==> config.mk <==
export PLATFORM = sky130hd
export DESIGN_NAME = cam_capture_gen
export DESIGN_NICKNAME = d
export VERILOG_FILES = /design/src/rtl/cam_capture_gen.sv
export SDC_FILE = /design/constraint.sdc
export NUM_CORES = 1
export LEC_CHECK = 0
export CORE_UTILIZATION = 40
export CTS_CLUSTER_SIZE = 14
export DETAILED_ROUTE_END_ITERATION = 8
export PLACE_DENSITY_LB_ADDON = 0.3
export SYNTH_ARGS = -nofsm -noshare
export SYNTH_HDL_FRONTEND = slang
export SYNTH_SLANG_ARGS = --single-unit
==> constraint.sdc <==
create_clock -name sys_clk_i -period 4.8 [get_ports sys_clk_i]
set_input_delay 0.96 -clock sys_clk_i [delete_from_list [all_inputs] [get_ports sys_clk_i]]
set_output_delay 0.96 -clock sys_clk_i [all_outputs]
set_load 0.05 [all_outputs]
==> src/rtl/cam_capture_gen.sv <==
// Camera DVP capture: oversampled sensor bus -> RGB888 pixels in a FWFT FIFO with sof/eol markers.
// Optional build macro CAM_TESTPAT_EN adds tp_en_i and an 8-bar colour test pattern.
module cam_capture_gen #(
   parameter int unsigned H_ACTIVE    = 640,
   parameter int unsigned V_ACTIVE    = 480,
   parameter int unsigned FIFO_DEPTH  = 16,
   parameter int unsigned SYNC_STAGES = 2
) (
   input  logic        sys_clk_i,
   input  logic        sys_rst_i,
   input  logic        vsync_i,
   input  logic        href_i,
   input  logic        pclk_i,
   input  logic [7:0]  cam_data_i,
   input  logic [1:0]  fmt_i,
`ifdef CAM_TESTPAT_EN
   input  logic        tp_en_i,
`endif
   input  logic        pix_ready_i,
   output logic        pix_valid_o,
   output logic [7:0]  cam_red_o,
   output logic [7:0]  cam_green_o,
   output logic [7:0]  cam_blue_o,
   output logic        pix_sof_o,
   output logic        pix_eol_o,
   output logic        frame_done_o,
   output logic [15:0] frame_cnt_o,
   output logic        overflow_o,
   output logic        err_line_o
);

   localparam int unsigned PCW = ($clog2(H_ACTIVE + 1) > 10) ? $clog2(H_ACTIVE + 1) : 10;
   localparam int unsigned LCW = $clog2(V_ACTIVE + 1);
   localparam int unsigned AW  = $clog2(FIFO_DEPTH);
   localparam int unsigned SW  = 11;
   localparam int unsigned EW  = 26;

   typedef enum logic [1:0] {
      S_WAIT_VS,
      S_FRAME,
      S_DROP
   } state_t;

   // ---------------- input synchroniser ----------------
   logic [SW-1:0] sync_q [SYNC_STAGES];

   always_ff @(posedge sys_clk_i) begin
      if (sys_rst_i) begin
         for (int unsigned i = 0; i < SYNC_STAGES; i++) sync_q[i] <= '0;
      end else begin
         sync_q[0] <= {vsync_i, href_i, pclk_i, cam_data_i};
         for (int unsigned i = 1; i < SYNC_STAGES; i++) sync_q[i] <= sync_q[i-1];
      end
   end

   logic       s_vs;
   logic       s_href;
   logic       s_pclk;
   logic [7:0] s_data;

   assign {s_vs, s_href, s_pclk, s_data} = sync_q[SYNC_STAGES-1];

   logic vs_prev_q;
   logic href_prev_q;
   logic pclk_prev_q;
   logic strobe;
   logic href_fall;
   logic vs_rise;
   logic vs_fall;

   assign strobe    =  s_pclk & ~pclk_prev_q;
   assign href_fall = ~s_href &  href_prev_q;
   assign vs_rise   =  s_vs   & ~vs_prev_q;
   assign vs_fall   = ~s_vs   &  vs_prev_q;

   // ---------------- colour expansion ----------------
   function automatic logic [23:0] expand(input logic [1:0] fmt,
                                          input logic [7:0] hi,
                                          input logic [7:0] lo);
      logic [4:0] r5;
      logic [5:0] g6;
      logic [4:0] b5;
      logic [23:0] rgb;
      r5 = hi[7:3];
      g6 = {hi[2:0], lo[7:5]};
      b5 = lo[4:0];
      case (fmt)
         2'b01:   rgb = {hi[3:0], hi[3:0], lo[7:4], lo[7:4], lo[3:0], lo[3:0]};
         2'b10:   rgb = {hi, hi, hi};
         default: rgb = {r5, r5[4:2], g6, g6[5:4], b5, b5[4:2]};
      endcase
      return rgb;
   endfunction

   state_t          state_q;
   logic            phase_q;
   logic [7:0]      hi_q;
   logic [PCW-1:0]  pix_cnt_q;
   logic [LCW-1:0]  line_cnt_q;
   logic [1:0]      fmt_q;
   logic            sof_arm_q;
   logic            stg_vld_q;
   logic [EW-1:0]   stg_q;
   logic            overflow_q;
   logic            frame_done_q;
   logic [15:0]     frame_cnt_q;
   logic            err_line_q;
`ifdef CAM_TESTPAT_EN
   logic            tp_q;
`endif

   logic [23:0] pix_rgb;

   always_comb begin
      pix_rgb = expand(fmt_q, hi_q, s_data);
`ifdef CAM_TESTPAT_EN
      if (tp_q) pix_rgb = {{8{pix_cnt_q[9]}}, {8{pix_cnt_q[8]}}, {8{pix_cnt_q[7]}}};
`endif
   end

   // ---------------- output FIFO pointers ----------------
   logic [AW:0]   wr_ptr_q;
   logic [AW:0]   wr_ptr_d;
   logic [AW:0]   rd_ptr_q;
   logic [AW:0]   rd_ptr_d;
   logic [EW-1:0] mem_q [FIFO_DEPTH];
   logic          fifo_empty;
   logic          fifo_full;
   logic          pop;
   logic          push;
   logic          drop;

   assign fifo_empty = (wr_ptr_q == rd_ptr_q);
   assign fifo_full  = (wr_ptr_q[AW] != rd_ptr_q[AW]) &&
                       (wr_ptr_q[AW-1:0] == rd_ptr_q[AW-1:0]);
   assign pop        = ~fifo_empty & pix_ready_i;
   // A pop in the same cycle frees the slot, so a full FIFO still accepts.
   assign push       = stg_vld_q & (~fifo_full | pop);
   assign drop       = stg_vld_q &  fifo_full & ~pop;

   always_comb begin
      wr_ptr_d = wr_ptr_q;
      rd_ptr_d = rd_ptr_q;
      if (push) wr_ptr_d = wr_ptr_q + 1'b1;
      if (pop)  rd_ptr_d = rd_ptr_q + 1'b1;
   end

   always_ff @(posedge sys_clk_i) begin
      if (sys_rst_i) begin
         wr_ptr_q <= '0;
         rd_ptr_q <= '0;
      end else begin
         wr_ptr_q <= wr_ptr_d;
         rd_ptr_q <= rd_ptr_d;
      end
   end

   always_ff @(posedge sys_clk_i) begin
      if (push) mem_q[wr_ptr_q[AW-1:0]] <= stg_q;
   end

   // ---------------- capture FSM ----------------
   always_ff @(posedge sys_clk_i) begin
      if (sys_rst_i) begin
         state_q      <= S_WAIT_VS;
         vs_prev_q    <= 1'b0;
         href_prev_q  <= 1'b0;
         pclk_prev_q  <= 1'b0;
         phase_q      <= 1'b0;
         hi_q         <= '0;
         pix_cnt_q    <= '0;
         line_cnt_q   <= '0;
         fmt_q        <= '0;
         sof_arm_q    <= 1'b0;
         stg_vld_q    <= 1'b0;
         stg_q        <= '0;
         overflow_q   <= 1'b0;
         frame_done_q <= 1'b0;
         frame_cnt_q  <= '0;
         err_line_q   <= 1'b0;
`ifdef CAM_TESTPAT_EN
         tp_q         <= 1'b0;
`endif
      end else begin
         vs_prev_q    <= s_vs;
         href_prev_q  <= s_href;
         pclk_prev_q  <= s_pclk;
         frame_done_q <= 1'b0;
         err_line_q   <= 1'b0;
         stg_vld_q    <= 1'b0;
         if (drop) overflow_q <= 1'b1;

         case (state_q)
            S_WAIT_VS: begin
               phase_q   <= 1'b0;
               pix_cnt_q <= '0;
               if (vs_fall) begin
                  state_q    <= S_FRAME;
                  fmt_q      <= fmt_i;
                  overflow_q <= 1'b0;
                  sof_arm_q  <= 1'b1;
                  line_cnt_q <= '0;
`ifdef CAM_TESTPAT_EN
                  tp_q       <= tp_en_i;
`endif
               end
            end

            S_FRAME: begin
               if (vs_rise) begin
                  frame_done_q <= 1'b1;
                  frame_cnt_q  <= frame_cnt_q + 16'd1;
                  state_q      <= S_WAIT_VS;
               end else begin
                  if (drop) state_q <= S_DROP;
                  if (href_fall) begin
                     phase_q    <= 1'b0;
                     pix_cnt_q  <= '0;
                     err_line_q <= (pix_cnt_q != PCW'(H_ACTIVE));
                     if (line_cnt_q != LCW'(V_ACTIVE)) line_cnt_q <= line_cnt_q + 1'b1;
                  end else if (strobe && s_href) begin
                     phase_q <= ~phase_q;
                     if (!phase_q) begin
                        hi_q <= s_data;
                     end else begin
                        stg_vld_q <= 1'b1;
                        stg_q     <= {sof_arm_q, (pix_cnt_q == PCW'(H_ACTIVE - 1)), pix_rgb};
                        sof_arm_q <= 1'b0;
                        pix_cnt_q <= pix_cnt_q + 1'b1;
                     end
                  end
               end
            end

            S_DROP: begin
               if (vs_rise) begin
                  frame_done_q <= 1'b1;
                  frame_cnt_q  <= frame_cnt_q + 16'd1;
                  state_q      <= S_WAIT_VS;
               end
            end

            default: state_q <= S_WAIT_VS;
         endcase
      end
   end

   // ---------------- outputs ----------------
   logic [EW-1:0] head;

   assign head         = mem_q[rd_ptr_q[AW-1:0]];
   assign pix_valid_o  = ~fifo_empty;
   assign {pix_sof_o, pix_eol_o, cam_red_o, cam_green_o, cam_blue_o} =
          pix_valid_o ? head : '0;
   assign frame_done_o = frame_done_q;
   assign frame_cnt_o  = frame_cnt_q;
   assign overflow_o   = overflow_q;
   assign err_line_o   = err_line_q;

endmodule

======== Word-level counts from Yosys, hierarchy flattened ========
Memories as Yosys holds them, arrays and structs flattened. A register that Yosys moved wholly into a read port is not among the register bits.
Index checks and enable logic that the tools add are counted.
storage, ports and cells
  register bits after elaboration ......... 83
  memory bits (writable) .................. 438
  input bits .............................. 16
  output and inout port bits .............. 46
  word-level logic and storage cells ...... 117
  memories ................................ 2
memories
  memory  words  width  read ports  clocked after Yosys merged registers in  write ports  line  RTL
  mem_q   16     26     1           1                                        1            126   logic [EW-1:0] mem_q [FIFO_DEPTH];
  sync_q  2      11     2           0                                        2            45    logic [SW-1:0] sync_q [SYNC_STAGES];
cells by class
  add/sub/neg operators ................... 4
  equality and inequality tests ........... 18
  mux-type cells .......................... 36
  bitwise operators ....................... 24
  reductions and logical operators ........ 16
operators with widths
  cell                                                                   count
  24-bit one-hot mux with 2 select lines                                 1
  10-bit 2-to-1 mux                                                      4
  26-bit 2-to-1 mux                                                      1
  11-bit 2-to-1 mux                                                      2
  10-bit one-hot mux with 2 select lines                                 1
  1-bit 2-to-1 mux                                                       18
  16-bit by 1-bit adder with 16-bit output, second input constant        1
  1-bit NOT                                                              13
  2-bit != test, second input constant                                   6
  10-bit by 1-bit adder with 10-bit output, second input constant        1
  5-bit by 1-bit adder with 5-bit output, second input constant          2
  10-bit equality test, second input constant                            1
  10-bit != test, second input constant                                  1
  5-bit AND reduction                                                    2
  3-bit != test, second input constant                                   3
  1-bit AND                                                              8
  2-bit 2-to-1 mux                                                       4
  4-bit 2-to-1 mux                                                       2
  2-bit one-hot mux with 3 select lines                                  1
  3-bit AND reduction                                                    2
  6-bit AND reduction                                                    1
  5-bit equality test                                                    1
  5-bit OR reduction                                                     1
  2-bit by 1-bit equality test with 1-bit output, second input constant  2
  12 further kinds                                                       19

======== Depth between registers and ports, before layout ========
Gate-level depths: netlist of the first run.
  word-level depth ........................ 8
  depth in mapped cells ................... 8
  gate-level depth less buffers ........... 6

======== Worst setup path after synthesis of the first run ========
No wires, ideal clock.
  kind .................................... input to register
  from .................................... input port pix_ready_i
  to ...................................... register wr_ptr_q[4]
  data arrival time ....................... 3067 ps
  data required time ...................... 4675 ps
  slack ................................... 1608 ps
  stages .................................. 4
  buffers on the path ..................... 1
  cells stage by stage .................... clkbuf_1 > nor2_1 > a21oi_1 > mux2_1
between the ends
  longest elaborated chain between the ends .. 3
ends and longest elaborated chain
  element               line  RTL
  from (decl)           19    input logic pix_ready_i,
  1-bit AND             136   assign pop = ~fifo_empty & pix_ready_i;
  1-bit bitwise OR      138   assign push = stg_vld_q & (~fifo_full | pop);
  1-bit AND             138
  to (signal assigned)  153   wr_ptr_q <= wr_ptr_d;
  to (decl)             122   logic [AW:0] wr_ptr_q;
No other way between the ends.
A chain may end at the register's enable or synchronous reset.

======== Worst setup path after layout of the first run ========
  from .................................... register wr_ptr_q[3]
  to ...................................... output port cam_blue_o[0]
between the ends
  longest elaborated chain between the ends .. 2
ends and longest elaborated chain
  element              line  RTL
  5-bit equality test  133   assign fifo_empty = (wr_ptr_q == rd_ptr_q);
  26-bit 2-to-1 mux    254   pix_valid_o ? head : '0;
  to (decl)            23    output logic [7:0] cam_blue_o,
No other way between the ends.

==> summary.md, run 1 <==
| Metric | Value |
|---|---|
| CTS root buf | `clkbuf_16` |
| Syn avg cell area | `16.81 um2` |
| Required @ worst endpoint | `3840 ps` |
| Most common cell in the synthesized netlist | `edfxtp_1` |
| DP Wirelength | `25.59 mm` |
| DRT iter0 DRCs | `967` |
| P&R area growth vs syn | `15.74%` |
| Die height | `228.6 um` |
| Sequential cell area fraction in the yosys report | `71.47%` |
| Post-CTS repair timing setup buffer count | `0` |
| Largest cells by area after synthesis | `edfxtp_1 (61%), mux4_2 (11%), dfxtp_1 (11%)` |
| Post-DR wirelength/cell | `22.14 um` |
| Fin crit share | `91.72%` |
| Critical path's slowest cell | `clkdlybuf4s50_1` |
| N_diodes | `0` |
| Post-synth cell types | `55` |
| Die width | `228.6 um` |
| Top FF cell, synth | `edfxtp_1` |
| Final net count | `1325` |
| Post-Synth Adder-Cell Area | `0.7922%` |
| CTS Buffer Depth | `3` |
| Setup TNS | `0 ps` |
| PD cells | `422.2 nW/um2` |
| Startpoint types | `flip-flop` |
| Worst VDD drop | `0.2944 mV` |
| EDFF count, synth | `416` |
| Cts bufs inserted | `54` |
| Multi-input gate area | `5484 um2` |
| Synth Area in Simple Gates | `6.533%` |
| Worst rel slew slack | `21.06%` |
| DRC | `0` |
| Final-report setup violation count | `0` |
| Max-cap violations | `0` |
| First-pass detailed-route iteration total | `6` |
| Final slew viol count | `0` |
| IO Pins | `62` |
| Filler cells | `4267` |
| Reg power frac | `49.0%` |
| Synth top area share | `60.84%` |
| Largest area contributor in the netlist | `edfxtp_1` |
| Crit Path Class | `flip-flop to output pin` |
| Syn_nets | `1250` |
| Clk network pwr share | `41.7%` |
| H-Tree Depth | `2` |
| Core area | `50380 um2` |
| Combinational share of power | `9.3%` |
| Pre-CTS setup slack | `1007 ps` |
| CTS tree | `built` |
| RSZ-0062 raised after global routing | `no` |
| Int Pwr | `0.007711 W` |
| Die area | `52240 um2` |
| Switch share | `23.14%` |
| Gr ovfl total | `0` |
| Vias in the first global route | `11.26k` |
| Maximum clock frequency | `227.1 MHz` |
| Cts hold-fix bufs | `0` |
| IO Port Bufs | `61` |
| Final Hold Violating Endpoints | `0` |
| Hold Path Class | `flip-flop to flip-flop` |
| Synthesized cell area | `20530 um2` |
| Aggregate routed wire length | `44.58 mm` |
| Synth Area in Compound Gates | `6.155%` |
| Sw Pwr | `0.002321 W` |
| Post-layout util | `47.17%` |
| Clk sink count | `525` |
| CP peak stage delay | `730 ps` |
| CP arrival | `3440 ps` |
| Post-cts resize count | `0` |
| Placed inst area | `21960 um2` |
| Gr usage total | `17.36%` |
| Finished Cell Area | `23760 um2` |
| Via count | `11.06k` |
| Status | `complete, no violations` |
| Pwr Total | `0.01003 W` |
| Clk_skew | `42.18 ps` |
| Min cycle time layout | `4402 ps` |
| Synth Warn # | `0` |
| Worst Max-Slew Pin Slew | `1183 ps` |
| Rows | `82` |
| Global-route wire length before repair | `68.81 mm` |
| Antenna violations before repair | `0` |
| Sequential Area | `14680 um2` |
| Clk_lat worst skew | `630 ps` |
| Worst path cell trace | `xnor2_1 -> and4_1 -> and2_1 -> buf_4 -> a21oi_1 -> clkdlybuf4s50_1` |
| Mux share of post-synthesis cell area | `12.46%` |
| Largest net degree at the start of global routing | `58` |
| P_leak | `7.492 nW` |
| Worst Setup End Kind | `output pin` |
| Worst-path clk slew | `60 ps` |
| Final worst slack | `397.6 ps` |
| Post-synthesis xor/xnor area fraction | `0.5546%` |
| Remaining antenna violation count | `0` |
| Mapped Cells | `1221` |
| Crit-path max FO | `20` |
| Initial Util | `40.76%` |
| RD Place Congestion | `0.7718` |
| Seq cells post-synth | `525` |
| Post-synth top cells | `edfxtp_1 (416), dfxtp_1 (109), mux4_2 (104), a21oi_1 (84), nand2_1 (69)` |
| Layout cells sized above 1 | `18.55%` |
| Largest family of logic cells by synthesized area | `multiplexers` |
| DR vias/cell | `5.490` |
| Async SR Flop Fraction | `0%` |
-- worst max-delay path, delay by kind of cell, from the launching register on --
kind            cells  cell delay, ps
compound gates      1             140
buf+inv             2            1110
flops               1             570
simple gates        2             810
xor+xnor            1             190
-- through the flow --
stage,hold WS [ps],std cells
floorplan,413.8,1221
global placement,418.2,1912
detailed placement,426.7,1912
CTS,440.5,2014
global route,463.3,2014
finish,436.3,2014
-- layer usage --
layer	track usage (%)	wire (um)	share of wire, %
met5	0	0	0
met4	4.866	1057	2.4
met3	3.318	2709	6.1
met2	27.56	21190	48
met1	24.43	19630	44
-- cell type report --
| type | count | area share [%] |
|---|---|---|
| multi-input combinational | 604 | 23.08 |
| tap | 672 | 3.538 |
| inverter | 18 | 0.2843 |
| timing repair buffer | 93 | 3.728 |
| sequential | 525 | 61.78 |
| clock buffer | 74 | 6.234 |
| clock inverter | 28 | 1.353 |
-- state kept, by name (all words and copies together), names as in the netlist, 2 cells and up, named ones only --
| name | cells |
|---|---|
| pix_cnt_q | 10 |
| state_q | 2 |
| fmt_q | 2 |
| stg_q | 26 |
| rd_ptr_q | 5 |
| sync_q | 22 |
| wr_ptr_q | 5 |
| mem_q | 416 |
| hi_q | 8 |
| frame_cnt_o | 16 |
-- path summary, 6_finish.rpt --
path | from | endpoint | slack [ps] | cells past startpoint
setup / recovery | wr_ptr_q[3] | cam_blue_o[0] | 400 | 6
hold / removal | sync_q[0][2] | sync_q[0][13] | 440 | 1
setup reg to reg | wr_ptr_q[3] | mem_q[12][25] | 1740 | 4
hold reg to reg | sync_q[0][2] | sync_q[0][13] | 440 | 1
-- logic make-up (layout without fill, tap and decap cells) --
family / after synthesis / after routing
adders and majority gates: 13 / 13
muxes: 125 / 125
and+or+nand+nor: 256 / 256
AOI/OAI and AO/OA: 197 / 197
buffers and inverters: 92 / 213
DFF: 525 / 525
xor gates and xnor gates: 13 / 13
-- placed cells by master, fill, tap and decap left out, types with 30 or more instances in the layout --
cell type	count
edfxtp_1	416
dfxtp_1	107
mux4_2	104
a21oi_1	83
nand2_1	69
clkdlybuf4s50_1	60
a22oi_1	58
clkbuf_16	55
nor2_1	43
nor2b_1	40
buf_4	30
-- power by group through the flow --
stage               Combinational [W]  Clock [W]  Sequential, W
floorplan                    0.000717          0        0.00496
global placement             0.000946          0        0.00501
finish                       0.000934    0.00418        0.00491
detailed placement           0.000948          0        0.00501
global route                 0.000992    0.00444        0.00492
CTS                          0.000951    0.00426        0.00492
Power figures use the tool's default switching activity.
==> run 2, diff against run 1 <==
CORE_ASPECT_RATIO = 0.5   (was not set)
==> summary.md, run 2 (synthesis results as in run 1) <==
| Metric | Value |
|---|---|
| PD cells | `409.8 nW/um2` |
| Combinational share of power | `9.8%` |
| P_leak | `7.401 nW` |
| DR vias/cell | `5.511` |
| Final worst slack | `381.5 ps` |
| WL met2 | `22.00 mm` |
| Reg power frac | `50.5%` |
| Pre-CTS setup slack | `1008 ps` |
| Aggregate routed wire length | `46.16 mm` |
| Worst rel slew slack | `33.57%` |
| Vias in the first global route | `11.07k` |
| Post-DR wirelength/cell | `22.88 um` |
| Core area | `50440 um2` |
| N_diodes | `0` |
| Commonest cells after routing, fill and taps aside | `edfxtp_1 (416), dfxtp_1 (107), mux4_2 (104)` |
| Final-report setup violation count | `0` |
| DRC | `0` |
| Max-cap violations | `0` |
| Worst Setup End Kind | `output pin` |
| Final Hold Violating Endpoints | `0` |
| DR WL met3 | `2.818 mm` |
| Post-layout util | `46.83%` |
| Final net count | `1318` |
| Fin crit share | `92.05%` |
| Largest net degree at the start of global routing | `61` |
| Crit-path max FO | `29` |
| Worst-path clk slew | `60 ps` |
| Via count | `11.12k` |
| Antenna violations before repair | `1` |
| Critical path's slowest cell | `clkdlybuf4s50_1` |
| H-Tree Depth | `2` |
| Rows | `58` |
| CP arrival | `3460 ps` |
| Maximum clock frequency | `226.3 MHz` |
| CP peak stage delay | `750 ps` |
| DRT iter0 DRCs | `1335` |
| Post-CTS repair timing setup buffer count | `0` |
| Int Pwr | `0.007454 W` |
| Die height | `162.2 um` |
| Worst VDD drop | `0.2461 mV` |
| Layout cells sized above 1 | `16.80%` |
| Gr ovfl total | `0` |
| Setup TNS | `0 ps` |
| Global-route wire length before repair | `69.50 mm` |
| CTS root buf | `clkbuf_16` |
| IO Port Bufs | `61` |
| Gr usage total | `17.83%` |
| Placed inst area | `22020 um2` |
| Min cycle time layout | `4418 ps` |
| Clk_lat worst skew | `590 ps` |
| Required @ worst endpoint | `3840 ps` |
| Worst Max-Slew Pin Slew | `996.4 ps` |
| Commonest non-fill, non-tap cell in the layout | `edfxtp_1` |
| R2R setup slack | `1780 ps` |
| IO Pins | `62` |
| Filler cells | `4203` |
| Worst path cell trace | `xnor2_1 -> and4_1 -> and2_1 -> buf_4 -> a21oi_1 -> clkdlybuf4s50_1` |
| Clk_skew | `29.26 ps` |
| Wl on met1 | `20.54 mm` |
| Die width | `322.4 um` |
| DP Wirelength | `25.51 mm` |
| P&R area growth vs syn | `15.03%` |
| Post-cts resize count | `0` |
| Startpoint types | `flip-flop` |
| Finished Cell Area | `23620 um2` |
| Hold Path Class | `flip-flop to flip-flop` |
| Cts bufs inserted | `48` |
| Crit Path Class | `flip-flop to output pin` |
| First-pass detailed-route iteration total | `5` |
| Initial Util | `40.71%` |
| Cts hold-fix bufs | `0` |
| Clk sink count | `525` |
| Die area | `52290 um2` |
| Final slew viol count | `0` |
| Sw Pwr | `0.002225 W` |
| Switch share | `22.99%` |
| Uppermost routed layer | `met4` |
| Remaining antenna violation count | `0` |
| Largest register FFs | `416` |
| RSZ-0062 raised after global routing | `no` |
| CTS tree | `built` |
| CTS Buffer Depth | `3` |
| RD Place Congestion | `0.8297` |
| Clk network pwr share | `39.7%` |
| Status | `complete, no violations` |
-- run 2: worst max-delay path: cells and delay by family (launching register included) --
| family | cells | cell delay [ps] |
|---|---|---|
| xor+xnor | 1 | 210 |
| flops | 1 | 570 |
| buf+inv | 2 | 1200 |
| simple gates | 2 | 740 |
| compound gates | 1 | 160 |
-- run 2: power by group through the flow --
stage / logic [W] / registers (W) / clock network [W]
CTS: 0.000962 / 0.00489 / 0.00392
detailed placement: 0.000960 / 0.00499 / 0
global placement: 0.000950 / 0.00499 / 0
floorplan: 0.000717 / 0.00496 / 0
finish: 0.000949 / 0.00489 / 0.00384
global route: 0.00101 / 0.00489 / 0.00411
-- run 2: path summary, 6_finish.rpt --
check | start | endpoint | cells past startpoint
worst max-delay path | wr_ptr_q[3] | cam_blue_o[5] | 6
worst min-delay path | sync_q[0][9] | sync_q[0][20] | 1
worst max register to register | wr_ptr_q[3] | mem_q[6][1] | 5
worst min register to register | sync_q[0][9] | sync_q[0][20] | 1
-- run 2: area by class of cell --
cell class              instances  area (um2)  share of cell area (%)
clock inverters                13       185.2                  0.7841
repair buffers                 92       940.9                   3.984
flip-flops and latches        525       14680                   62.16
inverters                      18       67.56                  0.2861
clock buffers                  75        1414                   5.986
well taps                     690       863.3                   3.655
multi-input cells             604        5465                   23.14
-- run 2: stage by stage --
stage,hold WS [ps],cells,total power (W)
after global placement,427.0,1929,0.005935
after detailed placement,434.8,1929,0.005947
after CTS,449.9,2017,0.009772
after global routing,470.3,2017,0.01001
after floorplan,413.8,1221,0.005680
final,445.9,2017,0.009679
-- run 2: metal layers --
layer  global-route usage (%)  vias up
met5                        0        -
met4                    4.048        0
met3                    2.855       55
met2                    28.73      349
met1                    25.52     5733
li1                         -     4978
==> run 3, diff against run 2 <==
REMOVE_ABC_BUFFERS = 1   (was not set)
==> summary.md, run 3 (synthesis results as in run 1) <==
| Metric | Value |
|---|---|
| GR peak layer | `met2` |
| CP arrival | `3500 ps` |
| P&R area growth vs syn | `14.92%` |
| PD cells | `408.9 nW/um2` |
| Crit-path max FO | `29` |
| Worst hold stages | `1` |
| Antenna violations before repair | `0` |
| CP peak stage delay | `740 ps` |
| R2R setup slack | `1930 ps` |
| R2r startpoint | `wr_ptr_q[3]` |
| GRT met3 Usage | `2.880%` |
| Min Hold Slack | `440.8 ps` |
| Largest delay share family, worst path | `buffers and inverters` |
| M2 GR Usage | `28.92%` |
| Post-CTS repair timing setup buffer count | `0` |
| RSZ-0062 raised after global routing | `no` |
| Post-DR wirelength/cell | `22.71 um` |
| Core area | `50440 um2` |
| R2R cell count | `5` |
| Finished Cell Area | `23590 um2` |
| Final slew viol count | `0` |
| RD Place Congestion | `0.8112` |
| Worst VDD drop | `0.2413 mV` |
| CTS root buf | `clkbuf_16` |
| Multi-input gate area | `5465 um2` |
| Largest net degree at the start of global routing | `56` |
| Setup TNS | `0 ps` |
| P_leak | `7.410 nW` |
| DRT iter0 DRCs | `1210` |
| GRT met1 Usage | `25.00%` |
| Die width | `322.4 um` |
| Min cycle time layout | `4458 ps` |
| Worst Hold Launch | `sync_q[0][9]` |
| Worst path cell trace | `xnor2_1 -> and4_1 -> and2_1 -> buf_4 -> a21oi_1 -> clkdlybuf4s50_1` |
| Required @ worst endpoint | `3840 ps` |
| Global-route wire length before repair | `69.96 mm` |
| Final Hold Violating Endpoints | `0` |
| Pwr Total | `0.009648 W` |
| Gr ovfl total | `0` |
| Final-report setup violation count | `0` |
| Crit Path Class | `flip-flop to output pin` |
| Cts bufs inserted | `48` |
| Aggregate routed wire length | `45.94 mm` |
| Vias in the first global route | `11.48k` |
| Via count | `11.26k` |
| DRC | `0` |
| Filler cells | `4224` |
| Commonest non-fill, non-tap cell in the layout | `edfxtp_1` |
| Clk sink count | `525` |
| Worst Max-Slew Pin Slew | `1164 ps` |
| Worst-path clk slew | `60 ps` |
| Worst rel slew slack | `22.43%` |
| Final net count | `1323` |
| Cts hold-fix bufs | `0` |
| Status | `complete, no violations` |
| Initial Util | `40.71%` |
| Worst R2R End | `mem_q[10][11]` |
| CTS tree | `built` |
| Die height | `162.2 um` |
| Clk_lat worst skew | `560 ps` |
| Rows | `58` |
| CP bufs+invs | `2` |
| Remaining antenna violation count | `0` |
| Clk_skew | `17.82 ps` |
| Max-cap violations | `0` |
| Placed inst area | `22030 um2` |
| Largest register FFs | `416` |
| IO Port Bufs | `61` |
| Commonest cells after routing, fill and taps aside | `edfxtp_1 (416), dfxtp_1 (107), mux4_2 (104)` |
| Die area | `52290 um2` |
| H-Tree Depth | `2` |
| Gr usage total | `17.78%` |
| Maximum clock frequency | `224.3 MHz` |
| Layout cells sized above 1 | `16.88%` |
| CTS Buffer Depth | `3` |
| Startpoint types | `flip-flop` |
| Worst Setup End Kind | `output pin` |
| DP Wirelength | `25.90 mm` |
| First-pass detailed-route iteration total | `7` |
| IO Pins | `62` |
| Worst Hold End | `sync_q[0][20]` |
| DR vias/cell | `5.567` |
| Critical path's slowest cell | `clkdlybuf4s50_1` |
| Sequential Area | `14680 um2` |
| Post-cts resize count | `0` |
| Hold Path Class | `flip-flop to flip-flop` |
| Fin crit share | `92.88%` |
| N_diodes | `0` |
[run 3: cell count changes in the layout (fill, tap and decap cells not counted), sizes merged]
cell      before  now
buf           32   37
clkinvlp       1    0
clkinv         8   11
clkbuf        75   73
bufinv         3    4
[run 3: worst max path at each step]
stage | from | to | slack (ps) | cells after the start
floorplan | flip-flop | cam_blue_o[0] | -1990 | 3
global placement | wr_ptr_q[3] | cam_blue_o[0] | 1110 | 6
detailed placement | wr_ptr_q[3] | cam_blue_o[0] | 1020 | 6
CTS | wr_ptr_q[3] | cam_blue_o[0] | 390 | 6
global route | wr_ptr_q[3] | pix_sof_o | 290 | 6
finish | wr_ptr_q[3] | pix_sof_o | 340 | 6
[run 3: report_power, final]
| part | total (W) | leakage, nW | internal, W | switching (W) |
|---|---|---|---|---|
| Clock | 0.00380 | 0.762 | 0.00218 | 0.00161 |
| Sequential | 0.00489 | 4.74 | 0.00486 | 0.0000351 |
| Combinational | 0.000958 | 1.91 | 0.000412 | 0.000546 |
[run 3: area by class of cell]
type,count,share of cell area (%)
clock buffers,73,5.786
well taps,690,3.659
flip-flops and latches,525,62.23
repair buffers,97,4.041
clock inverters,16,0.8379
multi-input cells,604,23.16
inverters,18,0.2864
[run 3: worst reg2reg max path, stage by stage (launching register included)]
cell	delay, ps
dfxtp_1	580
xnor2_1	170
and4_1	400
a21oi_2	570
and4_1	260
buf_4	500
[run 3: per-stage QoR]
stage | setup slack [ps] | std cells | util, %
after floorplan | -1990 | 1147 | -
after detailed placement | 1019 | 1934 | 43.68
final | 341.9 | 2023 | 46.78
after global placement | 1115 | 1934 | 43.68
after global routing | 292.3 | 2023 | 46.78
after CTS | 392.9 | 2023 | 46.78
[run 3: routing by layer]
metal | share of wire (%) | up-vias
li1 | - | 4978
met1 | 44 | 5847
met2 | 49 | 376
met3 | 5.9 | 62
met4 | 1.7 | 0
met5 | 0 | -
